### src/rtl/marquee_seq_ctrl.sv
// Sequencer for the rotating-ID display shifter: turns one-cycle key events
// into enable, direction, step and reload controls for the nibble-rotation
// datapath. Owns the step-rate prescaler, the revolution position counter
// and the bounce (auto-reverse) logic.
module marquee_seq_ctrl #(
  parameter int CLK_FREQ     = 50_000_000,
  parameter int BASE_RATE_HZ = 1,
  parameter int SPEED_LEVELS = 4,
  parameter int NUM_DIGITS   = 8
) (
  input  logic                            clk,
  input  logic                            rst,
  input  logic                            start_stop_i,
  input  logic                            dir_toggle_i,
  input  logic                            speed_up_i,
  input  logic                            speed_dn_i,
  input  logic                            bounce_en_i,
  input  logic                            reload_i,
  output logic                            en_out,
  output logic                            dir_out,
  output logic                            step_out,
  output logic                            load_out,
  output logic [1:0]                      state_out,
  output logic [$clog2(SPEED_LEVELS)-1:0] speed_out,
  output logic [$clog2(NUM_DIGITS)-1:0]   pos_out
);

  localparam int SW   = $clog2(SPEED_LEVELS);
  localparam int PW   = $clog2(NUM_DIGITS);
  localparam int DIV0 = CLK_FREQ / BASE_RATE_HZ;
  localparam int CW   = $clog2(DIV0);

  typedef enum logic [1:0] {
    S_IDLE  = 2'b00,
    S_RUN   = 2'b01,
    S_PAUSE = 2'b10,
    S_LOAD  = 2'b11
  } state_t;

  state_t          st;
  state_t          st_nxt;
  logic [CW-1:0]   cnt;
  logic [SW-1:0]   spd_nxt;
  logic            spd_chg;
  logic            tick_term;
  logic            step_nxt;
  logic            pos_wrap;

  // Terminal prescaler value (DIV-1) for a given speed level.
  function automatic logic [CW-1:0] term_of(input logic [SW-1:0] lvl);
    int unsigned d;
    d = int'(CLK_FREQ) / (int'(BASE_RATE_HZ) << lvl);
    return CW'(d - 1);
  endfunction

  assign state_out = st;

  // Next state, speed request resolution and step decision.
  // The prescaler advances in every cycle whose next state is RUN, so the
  // cycle carrying start_stop_i already counts; this gives the first step
  // exactly DIV cycles after the start event and an immediate step when
  // resuming from a pause frozen at the terminal count.
  always_comb begin
    st_nxt = st;
    if (reload_i) begin
      st_nxt = S_LOAD;
    end else begin
      case (st)
        S_IDLE:  if (start_stop_i) st_nxt = S_RUN;
        S_RUN:   if (start_stop_i) st_nxt = S_PAUSE;
        S_PAUSE: if (start_stop_i) st_nxt = S_RUN;
        default: st_nxt = S_IDLE;
      endcase
    end

    spd_nxt = speed_out;
    if (speed_up_i && !speed_dn_i && speed_out != SW'(SPEED_LEVELS - 1))
      spd_nxt = speed_out + 1'b1;
    else if (speed_dn_i && !speed_up_i && speed_out != '0)
      spd_nxt = speed_out - 1'b1;
    spd_chg = (spd_nxt != speed_out);

    tick_term = (cnt == term_of(speed_out));
    step_nxt  = (st_nxt == S_RUN) && !spd_chg && tick_term;
    pos_wrap  = step_nxt && (pos_out == PW'(NUM_DIGITS - 1));
  end

  // Registered state, prescaler, position and all outputs.
  always_ff @(posedge clk) begin
    if (rst) begin
      st        <= S_IDLE;
      cnt       <= '0;
      en_out    <= 1'b0;
      dir_out   <= 1'b1;
      step_out  <= 1'b0;
      load_out  <= 1'b0;
      speed_out <= '0;
      pos_out   <= '0;
    end else begin
      st        <= st_nxt;
      en_out    <= (st_nxt == S_RUN);
      load_out  <= (st_nxt == S_LOAD);
      step_out  <= step_nxt;
      speed_out <= spd_nxt;
      dir_out   <= dir_out ^ dir_toggle_i ^ (bounce_en_i & pos_wrap);
      if (st_nxt == S_LOAD) begin
        cnt     <= '0;
        pos_out <= '0;
      end else begin
        if (spd_chg)
          cnt <= '0;
        else if (st_nxt == S_RUN)
          cnt <= tick_term ? '0 : cnt + 1'b1;
        if (step_nxt)
          pos_out <= pos_wrap ? '0 : pos_out + 1'b1;
      end
    end
  end

endmodule
### config.mk
export PLATFORM = sky130hd
export DESIGN_NAME = marquee_seq_ctrl
export DESIGN_NICKNAME = d
export VERILOG_FILES = /design/src/rtl/marquee_seq_ctrl.sv
export SDC_FILE = /design/constraint.sdc
export NUM_CORES = 1
export LEC_CHECK = 0
export CORE_ASPECT_RATIO = 1.2
export CORE_MARGIN = 8
export CORE_UTILIZATION = 40
export CTS_CLUSTER_DIAMETER = 40
export DETAILED_ROUTE_END_ITERATION = 10
export MAX_ROUTING_LAYER = met4
export SYNTH_ARGS = -nofsm -noshare
export SYNTH_HDL_FRONTEND = slang
export SYNTH_SLANG_ARGS = --single-unit
export TNS_END_PERCENT = 20
### constraint.sdc
create_clock -name clk -period 12.1 [get_ports clk]
set_clock_uncertainty 0.1 [all_clocks]
set_input_delay 2.42 -clock clk [delete_from_list [all_inputs] [get_ports clk]]
set_output_delay 2.42 -clock clk [all_outputs]
set_load 0.02 [all_outputs]
==> results.md <==
Outcome:
- The flow ran to the end, and the final reports show no timing, DRC or antenna violations.

Floorplan:
- The vertical extent of the die is 134 µm.
- The total die area is 15400 µm².
- The initial utilization of the core area, before any placement, comes to 0.407.
- Measured along the x axis, the die boundary spans 115 µm.
- The area of the core region is 11500 µm².
- The number of rows created at floorplan is 43.
- 19 I/O pins were placed.

Final layout:
- The area used by sequential logic in the layout is 741 µm².
- In the final layout, the share of cells above drive strength 1 is 0.0920.
- The filler cells instantiated in the layout total 1188.
- Summing all multi-input logic gate instances after layout gives 3630 µm².
- The number of nets in the finished design is 670.
- The area overhead of the layout relative to synthesis is 7.73%.
- The area of all placed cells without fillers is 5020 µm².
- 0 antenna diodes ended up in the layout.

STA:
- The count of final max-slew check failures came to 0.
- On the final layout, the worst hold slack is 0.383 ns.
- Setup slack closes at 4.94 ns.
- In this run the tightest slew margin relative to its limit is 0.338.
- The setup violation total in the final timing report is 0.
- Based on the critical path, the design can be clocked at up to 0.140 GHz.
- The count of endpoints failing hold in the final timing report is 0.
- Setup repair after global routing left no endpoint under its margin.
- The slew at the pin closest to its max-slew limit is 0.968 ns.
- The sum of negative setup slack is 0 ns.
- Of the available clock period, the critical path in the final layout requires 0.591.
- Counting I/O delays and the setup requirement, the final critical path takes 7.16 ns.

Worst hold path:
- In this run the worst hold path is classified as reg2reg.

Placement:
- The number of input and output port buffers inserted is 18.
- The placed instance area is 4880 µm².
- The worst setup slack after placement is 5.12 ns.
- Summed over all nets, the half-perimeter wirelength after detailed placement is 10500 µm.
- At the end of routability-driven placement, the weighted congestion stood at 0.960.

Logic synthesis:
- Yosys mapped a number of flops with a built-in enable equal to 0.
- The yosys synthesis warning count is 0.
- Yosys mapped the design onto 85 distinct sky130hd cell types.
- Yosys attributes the largest share of cell area to sky130_fd_sc_hd__dfxtp_1 16%, sky130_fd_sc_hd__ha_1 5.9%, sky130_fd_sc_hd__nor2_1 5.6%, sky130_fd_sc_hd__nand2_1 5.1%, sky130_fd_sc_hd__xnor2_1 5.1%.
- The share of the synthesized area in the top cell type is 0.159.
- The mapped cell area is 4660 µm².
- In the synthesized netlist the dominant register cell turns out to be sky130_fd_sc_hd__dfxtp_1.
- The cell with the most instances after synthesis is sky130_fd_sc_hd__nor2_1.
- Of the synthesized area, sequential elements account for 0.159.
- The instance count of the mapped netlist is 646.
- A synthesized cell averages 7.21 µm².
- The synthesized design spends more area on one cell type than any other, namely sky130_fd_sc_hd__dfxtp_1.
- The number of register bits inferred by synthesis is 37.
- Counting every net in the synthesized netlist gives 676.
- By count the netlist is led by 69 x sky130_fd_sc_hd__nor2_1, 63 x sky130_fd_sc_hd__nand2_1, 37 x sky130_fd_sc_hd__dfxtp_1.
- The share of flip-flops with an asynchronous set or reset is 0.

Critical path:
- STA puts the critical path data required time at 12.14 ns.
- Along the worst path, the maximum fanout reaches 25.
- The critical path start-end classification is reg2reg.
- The worst-path cell with the longest stage delay is sky130_fd_sc_hd__ha_1.
- On the worst path, the slowest cell contributes a delay of 0.75 ns.
- For the worst setup path, the data arrival time is 7.20 ns.
- On the critical path the largest part of the delay comes from simple AND/OR/NAND/NOR gates.
- Counting both buffers and inverters, the worst setup path holds a total of 3.
- STA classifies the critical path startpoint as a flop.
- The worst setup path is captured at a flop.
- The critical path goes through inv_1 -> ha_1 -> inv_1 -> ha_1 -> and3_1 -> a211oi_1 -> nand2_1 -> a211oi_1 -> nand2_2 -> or3_4 -> a22oi_2 -> o21ai_1 -> or3_1 -> o32ai_1 -> nor2b_1 -> xnor2_1 -> o32ai_1 -> and3_1 -> buf_4 -> nor3_1.

Global route:
- The initial antenna violation count is 0.
- The overall track demand over capacity in global routing is 0.191.
- The wire length of the first global-routing pass is 23400 µm.
- Entering global routing, the biggest net connects 44 pins.
- The via count of the first global-routing pass came to 4839.
- For this run the aggregate overflow at the end of global routing stands at 0.

Clocking:
- Hold repair after CTS inserted 0 buffers.
- The number of levels in the clock H-tree is 2.
- Clock tree synthesis selected as its root buffer the cell sky130_fd_sc_hd__clkbuf_16.
- The clock tree from TritonCTS is built.
- Buffers added to address setup during post-CTS repair amount to 0.
- The clock transition at the registers of the reported paths is 0.05 ns.
- The number of clock buffers added by TritonCTS is 5.
- The clock latency reported for the late side of the worst-skew pair is 0.28 ns.
- The number of gates resized after CTS was 0.
- The clock net in this run drives a total of 37 sinks.
- The number of buffers between clock root and the deepest sink is 2.

Drt:
- Using the TritonRoute via totals, the vias-per-cell ratio works out to 6.08.
- The first-pass iteration count of the detailed router is 7.
- The detailed router finished its first iteration with 287 violations.
- After detailed routing, the average wire length per cell comes to 17.8 µm.
- The routed layout has 4852 vias.
- In the routed design, unresolved DRC markers number 0.
- In this run the remaining antenna-violating nets after routing total 0.
- The aggregate routed wire length is 14200 µm.

Flow run:
- The count of max-cap constraint violations is 0.

Pwr:
- The design draws 0.000618 W.
- The leakage component of the power is 1.76 nW.
- VDD sags by at most 0.000106 V.
- The power density of the placed cells is 123 nW/µm².
==> report_power, final <==
group | switching (W) | total (W) | internal, W
Clock | 0.0000438 | 0.000120 | 0.0000764
Combinational | 0.000238 | 0.000371 | 0.000133
Sequential | 0.00000262 | 0.000127 | 0.000124
Total | 0.000284 | 0.000618 | 0.000333
==> state kept, by name (all words and copies together), names as in the netlist <==
signal,count
load_out,1
state_out,2
en_out,1
pos_out,3
cnt,26
speed_out,2
step_out,1
dir_out,1
==> metal layers <==
layer | part of all wire | up-vias | wire length (µm) | track usage
met4 | 0.042 | 0 | 595 | 0.107
li1 | - | 2363 | - | -
met2 | 0.49 | 185 | 7030 | 0.326
met3 | 0.049 | 52 | 692 | 0.0198
met1 | 0.42 | 2252 | 5910 | 0.212
met5 | 0 | - | 0 | -
==> tightest hold or removal path: cells and delay by family (launching register included) <==
kind / cells / cell delay [ns]
AND/OR/NAND/NOR: 1 / 0.06
multiplexers: 1 / 0.06
flip-flops: 1 / 0.32
==> stage by stage <==
| step | cells | utilization |
|---|---|---|
| 2_1_floorplan | 646 | - |
| 3_3_place_gp | 790 | 0.426 |
| 3_5_place_dp | 790 | 0.426 |
| 4_1_cts | 798 | 0.438 |
| 5_1_grt | 798 | 0.438 |
| 6_report | 798 | 0.438 |
==> final timing paths <==
path	start	to	slack, ns	cells after the start
setup / recovery	speed_out[1]$_SDFF_PP0_	cnt[12]$_SDFFE_PP0P_	4.94	20
hold / removal	pos_out[1]$_SDFFE_PP0P_	pos_out[1]$_SDFFE_PP0P_	0.38	2
setup reg to reg	speed_out[1]$_SDFF_PP0_	cnt[12]$_SDFFE_PP0P_	4.94	20
hold reg to reg	pos_out[1]$_SDFFE_PP0P_	pos_out[1]$_SDFFE_PP0P_	0.38	2
==> cell type report <==
cell class,instances,area share
Multi-Input combinational cell,549,0.723
Tap cell,157,0.0391
Timing Repair Buffer,26,0.0479
Clock buffer,8,0.0272
Inverter,21,0.0157
Sequential cell,37,0.148
==> kinds of logic after synthesis <==
logic type | Yosys count | share of synthesized area
flip-flops | 37 | 0.159
AO/OA/AOI/OAI | 164 | 0.247
adder cells (fa/ha/maj) | 22 | 0.0591
buffers and inverters | 60 | 0.0626
AND/OR/NAND/NOR | 305 | 0.360
multiplexers | 8 | 0.0172
XOR/XNOR | 50 | 0.0956
==> placed cells by master (no fill, tap or decap), types with 18 or more instances in the layout <==
cell type / synthesis / routed
sky130_fd_sc_hd__nor2_1: 69 / 69
sky130_fd_sc_hd__nand2_1: 63 / 63
sky130_fd_sc_hd__dfxtp_1: 37 / 37
sky130_fd_sc_hd__a21oi_1: 36 / 36
sky130_fd_sc_hd__o21ai_0: 29 / 29
sky130_fd_sc_hd__xnor2_1: 27 / 27
sky130_fd_sc_hd__xor2_1: 22 / 22
sky130_fd_sc_hd__ha_1: 22 / 22
sky130_fd_sc_hd__nor3_2: 21 / 21
sky130_fd_sc_hd__nand3_1: 20 / 20
sky130_fd_sc_hd__inv_1: 19 / 19
sky130_fd_sc_hd__nor3_1: 19 / 19
sky130_fd_sc_hd__nand2b_1: 18 / 18
sky130_fd_sc_hd__clkdlybuf4s50_1: 0 / 18
(Power assumes the default switching activity.)
